--- config.mk ---
export PLATFORM = sky130hd
export DESIGN_NAME = morse_seq_buffer
export DESIGN_NICKNAME = d
export VERILOG_FILES = /design/src/rtl/morse_seq_buffer.sv
export SDC_FILE = /design/constraint.sdc
export NUM_CORES = 1
export LEC_CHECK = 0
export CAP_MARGIN = 0
export CORE_MARGIN = 3
export CORE_UTILIZATION = 45
export DETAILED_ROUTE_END_ITERATION = 12
export HOLD_SLACK_MARGIN = 0.15
export PLACE_DENSITY = 0.85
export RECOVER_POWER = 100
export SYNTH_ARGS = -nofsm -noshare
export SYNTH_HDL_FRONTEND = slang
export SYNTH_SLANG_ARGS = --single-unit
--- constraint.sdc ---
create_clock -name Clk -period 2.8 [get_ports Clk]
set_clock_uncertainty 0.1 [all_clocks]
set_input_delay 0.56 -clock Clk [delete_from_list [all_inputs] [get_ports Clk]]
set_output_delay 0.56 -clock Clk [all_outputs]
set_load 0.01 [all_outputs]
--- src/rtl/morse_seq_buffer.sv ---
// Morse message buffer: builds characters from dot/dash strobes and appends
// them, plus word-space entries, to a packed slot store frozen on Enter.
module morse_seq_buffer #(
  parameter int SLOTS   = 16,
  parameter int MAX_SYM = 5,
  localparam int SEQ_W  = 2 * MAX_SYM,
  localparam int CNT_W  = $clog2(SLOTS + 1)
) (
  input  logic                     Clk,
  input  logic                     Reset_n,
  input  logic                     Dot,
  input  logic                     Dash,
  input  logic                     Space,
  input  logic                     EndSeq,
  input  logic                     Enter,
  input  logic                     Clear,
  output logic [SLOTS*SEQ_W-1:0]   o_sequence,
  output logic [CNT_W-1:0]         o_count,
  output logic                     o_valid,
  output logic                     o_busy,
  output logic                     o_ovf,
  output logic                     o_err_long
);

  localparam int SYM_W = $clog2(MAX_SYM + 1);
  localparam logic [SEQ_W-1:0] WORD_SPACE = '1;
  localparam logic [1:0] CODE_DOT  = 2'b01;
  localparam logic [1:0] CODE_DASH = 2'b10;

  typedef enum logic [1:0] {IDLE, BUILD, SPACE_PEND, DONE} state_t;

  state_t           state;
  logic [SEQ_W-1:0] builder;
  logic [SYM_W-1:0] sym_cnt;

  logic             commit_req;
  logic [SEQ_W-1:0] commit_data;
  logic             sym_req;
  logic [1:0]       sym_code;

  // Strobe decode in priority order; Clear is handled directly by the register block.
  // NOTE: every always_comb output gets a default first so no latch is inferred.
  always_comb begin
    commit_req  = 1'b0;
    commit_data = builder;
    sym_req     = 1'b0;
    sym_code    = CODE_DOT;
    if (!Clear) begin
      case (state)
        IDLE, BUILD: begin
          if (Enter || EndSeq) begin
            commit_req = (state == BUILD);
          end else if (Space) begin
            commit_req = 1'b1;
            if (state == IDLE) commit_data = WORD_SPACE;
          end else if (Dash) begin
            sym_req  = 1'b1;
            sym_code = CODE_DASH;
          end else if (Dot) begin
            sym_req = 1'b1;
          end
        end
        SPACE_PEND: begin
          commit_req  = 1'b1;
          commit_data = WORD_SPACE;
        end
        default: ;
      endcase
    end
  end

  // NOTE: synchronous reset; the slot store is ordinary flops and must be
  // cleared here, since Clear and reset both promise an all-zero view.
  // NOTE: non-blocking assignments only, so every branch sees pre-edge state.
  always_ff @(posedge Clk) begin
    if (!Reset_n || Clear) begin
      state      <= IDLE;
      builder    <= '0;
      sym_cnt    <= '0;
      o_sequence <= '0;
      o_count    <= '0;
      o_valid    <= 1'b0;
      o_busy     <= 1'b0;
      o_ovf      <= 1'b0;
      o_err_long <= 1'b0;
    end else begin
      if (commit_req) begin
        if (o_count == CNT_W'(SLOTS)) begin
          o_ovf <= 1'b1;
        end else begin
          for (int i = 0; i < SLOTS; i++) begin
            if (o_count == CNT_W'(i)) o_sequence[(SLOTS-1-i)*SEQ_W +: SEQ_W] <= commit_data;
          end
          o_count <= o_count + CNT_W'(1);
        end
      end

      case (state)
        IDLE, BUILD: begin
          if (Enter) begin
            builder <= '0;
            sym_cnt <= '0;
            o_valid <= 1'b1;
            state   <= DONE;
          end else if (EndSeq) begin
            builder <= '0;
            sym_cnt <= '0;
            state   <= IDLE;
          end else if (Space) begin
            if (state == BUILD) begin
              builder <= '0;
              sym_cnt <= '0;
              o_busy  <= 1'b1;
              state   <= SPACE_PEND;
            end
          end else if (sym_req) begin
            // A full builder drops the symbol but keeps the character intact.
            if (sym_cnt < SYM_W'(MAX_SYM)) begin
              for (int j = 0; j < MAX_SYM; j++) begin
                if (sym_cnt == SYM_W'(j)) builder[SEQ_W-1-2*j -: 2] <= sym_code;
              end
              sym_cnt <= sym_cnt + SYM_W'(1);
              state   <= BUILD;
            end else begin
              o_err_long <= 1'b1;
            end
          end
        end
        SPACE_PEND: begin
          o_busy <= 1'b0;
          state  <= IDLE;
        end
        default: ;
      endcase
    end
  end

endmodule

==> metrics.log <==
[metrics] run status: finished clean
[metrics] Sw Share: 25.0%
[metrics] clock buffers created by TritonCTS: 17
[metrics] initial antenna violation count: 0
[metrics] maxcap violations: 0
[metrics] count of port buffers added during placement: 176
[metrics] die width: 131 µm
[metrics] clock root cell: clkbuf_16
[metrics] commonest non-fill, non-tap cells in the layout: dfxtp_1 (184), dlygate4sd3_1 (170), a22o_1 (160)
[metrics] maximum cell stage delay along the critical path: 540 ps
[metrics] most common cell after layout, fill and taps aside: dfxtp_1
[metrics] fraction of the yosys area taken by sequential cells: 52.6%
[metrics] Worst R2R Setup Slack: 430 ps
[metrics] Yosys Warn Count: 0
[metrics] instance count of the mapped netlist: 604
[metrics] HPWL after DPL: 15.6 mm
[metrics] required time reported for the critical path endpoint: 3080 ps
[metrics] total global routing track utilization: 26.8%
[metrics] family with the most delay on the worst path: buffers and inverters
[metrics] FMAX: 375 MHz
[metrics] count of pins over their slew limit: 0
[metrics] sequence of cells on the critical path: dlygate4sd3_1 -> or3b_1 -> a31o_1 -> buf_12 -> nor3_2 -> clkbuf_2 -> a22o_1
[metrics] RSZ-0062 raised after global routing: no
[metrics] uppermost signal routing layer after detailed routing: met4
[metrics] antenna-violating nets left: 0
[metrics] met2 WL post-DR: 11.0 mm
[metrics] # nets final: 845
[metrics] net switching power figure: 0.00137 W
[metrics] Post-DP Area: 9510 µm²
[metrics] num rows: 44
[metrics] routed length on met3: 1.80 mm
[metrics] cells on worst reg2reg path: 7
[metrics] Relative slew margins: 41.9%
[metrics] remaining global-route overflow: 0
[metrics] share of total power in the clock network: 45.4%
[metrics] PnR Total Power: 0.00551 W
[metrics] most area-consuming cells after synthesis: dfxtp_1 (53%), a22o_1 (20%), nor3_4 (3.5%)
[metrics] area of the core: 14900 µm²
[metrics] detailed-route via count: 6302
[metrics] number of buffers and inverters on the critical path: 3
[metrics] critical path fanouts, max: 14
[metrics] number of detailed-route iterations in the first pass: 5
[metrics] Arrival @ worst endpoint: 2950 ps
[metrics] final count of negative-setup-slack endpoints: 0
[metrics] Post-Syn Nets: 626
[metrics] post-layout instance area: 9970 µm²
[metrics] final routed wirelength across all metal layers: 23.1 mm
[metrics] effective utilization at floorplan: 47.1%
[metrics] number of hold violations in the final report: 0
[metrics] static leakage: 4.28 nW
[metrics] Hold Path Cell Cnt: 1
[metrics] Slew @ Worst Pin: 872 ps
[metrics] class of the worst hold path: reg2reg
[metrics] part of the total power dissipated in sequential elements: 47.8%
[metrics] number of DRC violations after detailed-routing iteration 0: 613
[metrics] wire per inst: 22.7 µm
[metrics] beginning of the worst register-to-register path: state[1]
[metrics] flip-flop and latch count after synthesis: 184
[metrics] via density per instance: 6.18
[metrics] share of the synthesized area in the top cell type: 52.6%
[metrics] TritonCTS clock tree: built
[metrics] Reg-to-Reg End: o_sequence[96]
[metrics] startpoint of the most critical setup path: Space
[metrics] count of pins on the block boundary: 177
[metrics] maximum number of pins on one net before global-route repair: 26
[metrics] number of global-route vias before repair: 6168
[metrics] nature of the critical path endpoint: flop
[metrics] kind of start point of the critical path: input port
[metrics] H-Tree Depth: 4
[metrics] Cell Count, Final, Fillers Out: 1020
[metrics] Critical Setup Path Class: in2reg
[metrics] clock latency on the worst-skew pair: 440 ps
[metrics] largest voltage drop on the vdd net: 420 µV
[metrics] antenna diode instance count: 0
[metrics] critical path's slowest cell: or3b_1
[metrics] number of distinct standard cells referenced by the synthesized netlist: 54
[metrics] combinational share of power: 6.8%
[metrics] count of buffers added by post-CTS timing repair for setup: 0
[metrics] Period minus WS final: 2670 ps
[metrics] launch instance of the worst min-delay path: o_sequence[129]
[metrics] Most used DFF post-synth: dfxtp_1
[metrics] clock-pin slew reported for the worst setup and hold paths after clock tree synthesis: 70 ps
[metrics] end point of the most critical hold path: o_sequence[129]
[metrics] routed length on met1: 9.40 mm
[metrics] die footprint: 17100 µm²
[metrics] first-pass GRT wire length: 35.2 mm
[metrics] Hold Buf Count CTS: 0
[metrics] Power Dens Cells: 552 nW/µm²
[metrics] Die Height: 131 µm
[metrics] total of fill cells in the finished design: 1018
[metrics] number of sinks handled by clock tree synthesis: 184
[metrics] growth of design area from synthesis to finish: 42.4%
[metrics] largest buffer count on any clock path: 2
[metrics] internal power summed over all cells: 0.00413 W
[metrics] cell total after placement: 988
[metrics] post-synthesis area per instance: 11.6 µm²
[metrics] worst hold slack across all endpoints: 372 ps
[metrics] total of cells resized after clock tree synthesis: 0
[metrics] number of DRC violations after detailed routing: 0
[metrics] global placement routability congestion: 0.886
[metrics] ratio of final minimum period to clock period: 95.3%
[metrics] synthesized area: 7000 µm²
[metrics] post-synthesis cell type with the largest combined area: dfxtp_1
[metrics] EDFF count, synth: 0
[metrics] asr flop ratio synth: 0%
[metrics] fraction of layout cells with a size suffix above 1: 15.7%
sequential cells by signal (all words and copies together), names as in the netlist:
register,cells
o_sequence,160
builder,10
o_err_long,1
state,2
o_busy,1
o_count,5
o_ovf,1
o_valid,1
sym_cnt,3
per-stage QoR:
step	utilization, %	setup TNS [ps]	setup slack [ps]
3_5_place_dp	64.0	-2950	-95.7
4_1_cts	68.1	0	323
5_1_grt	67.0	0	74.9
2_1_floorplan	-	0	485
3_3_place_gp	64.0	-301	-19.9
6_report	67.0	0	133
Yosys cell counts (2+ instances only):
cell	n
dfxtp_1	184
a22o_1	160
a21oi_1	24
clkbuf_1	22
nor2_1	22
o21ai_0	18
nand3_1	15
nor3_4	15
ha_1	14
nand2_1	13
a211oi_2	10
inv_1	10
o21ba_2	10
a31oi_1	7
and2_1	7
buf_1	7
buf_2	6
nand2b_1	6
nor2b_1	4
a21oi_2	3
a41oi_2	3
a2111o_1	2
a211oi_1	2
a311oi_2	2
buf_4	2
buf_6	2
mux2i_1	2
nand4bb_1	2
o21a_1	2
o31ai_1	2
or2_2	2
or3_1	2
worst reg2reg max path, stage by stage (launching register included):
cell	delay, ps
dfxtp_1	350
clkinv_1	150
ha_1	280
o21ai_2	150
a311oi_1	190
buf_4	190
a21oi_1	670
a22o_1	240
routing by layer:
layer,global-route usage [%],vias to the layer above
met5,0,-
li1,-,2766
met2,43.7,366
met1,34.4,3095
met3,5.57,75
met4,11.9,0
layout make-up:
cell class | count | area [µm²] | area share, %
inverter | 11 | 41.3 | 0.414
sequential | 184 | 3680 | 37.0
clock buffer | 18 | 439 | 4.41
tap | 184 | 230 | 2.31
clock inverter | 14 | 184 | 1.85
timing repair buffer | 240 | 2430 | 24.4
multi-input combinational | 369 | 2960 | 29.7
logic make-up after synthesis:
| logic type | after synthesis | synth area share (%) |
|---|---|---|
| and+or+nand+nor | 97 | 9.85 |
| muxes | 2 | 0.286 |
| adders and majority gates | 14 | 2.50 |
| AOI/OAI and AO/OA | 256 | 31.3 |
| buffers and inverters | 51 | 3.40 |
| DFF | 184 | 52.6 |
power by group through the flow:
stage | sequential, W | clock (W) | combinational [W]
final | 0.00263 | 0.00250 | 0.000376
after global placement | 0.00269 | 0 | 0.000371
after floorplan | 0.00269 | 0 | 0.000227
after detailed placement | 0.00269 | 0 | 0.000382
after CTS | 0.00263 | 0.00250 | 0.000389
after global routing | 0.00263 | 0.00261 | 0.000395
worst max path at each step:
stage                           end  cells past startpoint
finish               o_sequence[47]                      7
global route        o_sequence[150]                      7
CTS                  o_sequence[29]                      6
detailed placement   o_sequence[77]                      7
global placement     o_sequence[49]                      5
floorplan            o_sequence[89]                      6
(Power assumes the default switching activity.)
==> RTL edit (same flow settings) <==
`SLOTS`: 16 -> 32.
--- a/src/rtl/morse_seq_buffer.sv
+++ b/src/rtl/morse_seq_buffer.sv
@@ -1,7 +1,7 @@
 // Morse message buffer: builds characters from dot/dash strobes and appends
 // them, plus word-space entries, to a packed slot store frozen on Enter.
 module morse_seq_buffer #(
-  parameter int SLOTS   = 16,
+  parameter int SLOTS   = 32,
   parameter int MAX_SYM = 5,
   localparam int SEQ_W  = 2 * MAX_SYM,
   localparam int CNT_W  = $clog2(SLOTS + 1)
Interface: changed (resized o_count and o_sequence); port bits go from 177 to 338. The function was not compared with the original's and may differ.
==> RTL edit against the unedited design <==
Utilization decreased by 0.24 points. Cell count increased by 69%. Sequential power increased by 87%. Area after synthesis increased by 72%. First-iteration DRC count increased by 41%. Combinational power increased by 44%. Clock power increased by 82%. Sequential cell count increased by 161. Wire length increased by 78%. Register-to-register slack got worse by 0.14 ns. Design area increased by 75%. Power increased by 82%. Sequential share of layout area increased by 2.6 points. Worst setup slack improved by 0.050 ns.
==> RTL edit: results (changes against the unedited design) <==
INFO  metric startpoint = Enter (was Space)
INFO  metric crit_path_end = o_sequence[255] (was o_sequence[47])
INFO  metric syn_avg_cell_area = 12.3 um^2 (was 11.6 um^2)
INFO  metric max_slew_headroom_at_the_worst_pin = 33.9% (was 41.9%)
INFO  metric worst_hold_slack_after_final_layout = 0.364 ns (was 0.372 ns)
INFO  metric rr_endpoint = o_sequence[185] (was o_sequence[96])
INFO  metric num-nets-final = 1389 (was 845)
INFO  metric wirelength_met1 = 17.0 mm (was 9.40 mm)
INFO  metric clock_latency = 0.50 ns (was 0.44 ns)
INFO  metric placement.cell_area = 16600 um^2 (was 9510 um^2)
INFO  metric cts_inserted_buffers = 35 (was 17)
INFO  metric grt.met2_usage = 45.8% (was 43.7%)
INFO  metric synth.top_cells.by_count = 345 x sky130_fd_sc_hd__dfxtp_1, 320 x sky130_fd_sc_hd__a22o_1, 40 x sky130_fd_sc_hd__buf_2 (was 184 x sky130_fd_sc_hd__dfxtp_1, 160 x sky130_fd_sc_hd__a22o_1, 24 x sky130_fd_sc_hd__a21oi_1)
INFO  metric critPathArrivalTime = 2.96 ns (was 2.95 ns)
INFO  metric grt_use_met1 = 35.4% (was 34.4%)
INFO  metric detail_route.wl_per_cell = 23.9 um (was 22.7 um)
INFO  metric peakVddDrop = 0.000394 V (was 0.000420 V)
INFO  metric worst_r2r_path_depth = 6 (was 7)
INFO  metric grt_first_pass_wirelength = 62.2 mm (was 35.2 mm)
INFO  metric r2r_start = state[0] (was state[1])
INFO  metric power-per-cell-area = 574 nW/um^2 (was 552 nW/um^2)
INFO  metric met2_wire_length = 19.6 mm (was 11.0 mm)
INFO  metric minimum_setup_slack_after_placement = -0.117 ns (was -0.0957 ns)
INFO  metric globalplace.congestion = 0.868 (was 0.886)
INFO  metric static-leakage-power = 7.67 nW (was 4.28 nW)
INFO  metric outcome = finished clean (unchanged)
-- RTL edit: logic make-up after synthesis --
kind of cell             share of synthesized area (%)
flip-flops                                        57.4
AND/OR/NAND/NOR                                   7.31
adder cells (fa/ha/maj)                           1.35
buffers and inverters                             3.30
AO/OA/AOI/OAI                                     30.6
-- RTL edit: final cells by class --
| type | instances | area share, % |
|---|---|---|
| sequential | 345 | 39.6 |
| multi-input combinational | 552 | 27.2 |
| timing repair buffer | 411 | 24.0 |
| clock buffer | 49 | 5.72 |
| tap | 335 | 2.40 |
| clock inverter | 11 | 0.681 |
| inverter | 23 | 0.495 |
-- RTL edit: power by group --
group | internal (mW) | leakage (nW) | switching [mW]
sequential | 4.91 | 2.78 | 0.00543
combinational | 0.163 | 4.35 | 0.376
clock | 2.68 | 0.539 | 1.89
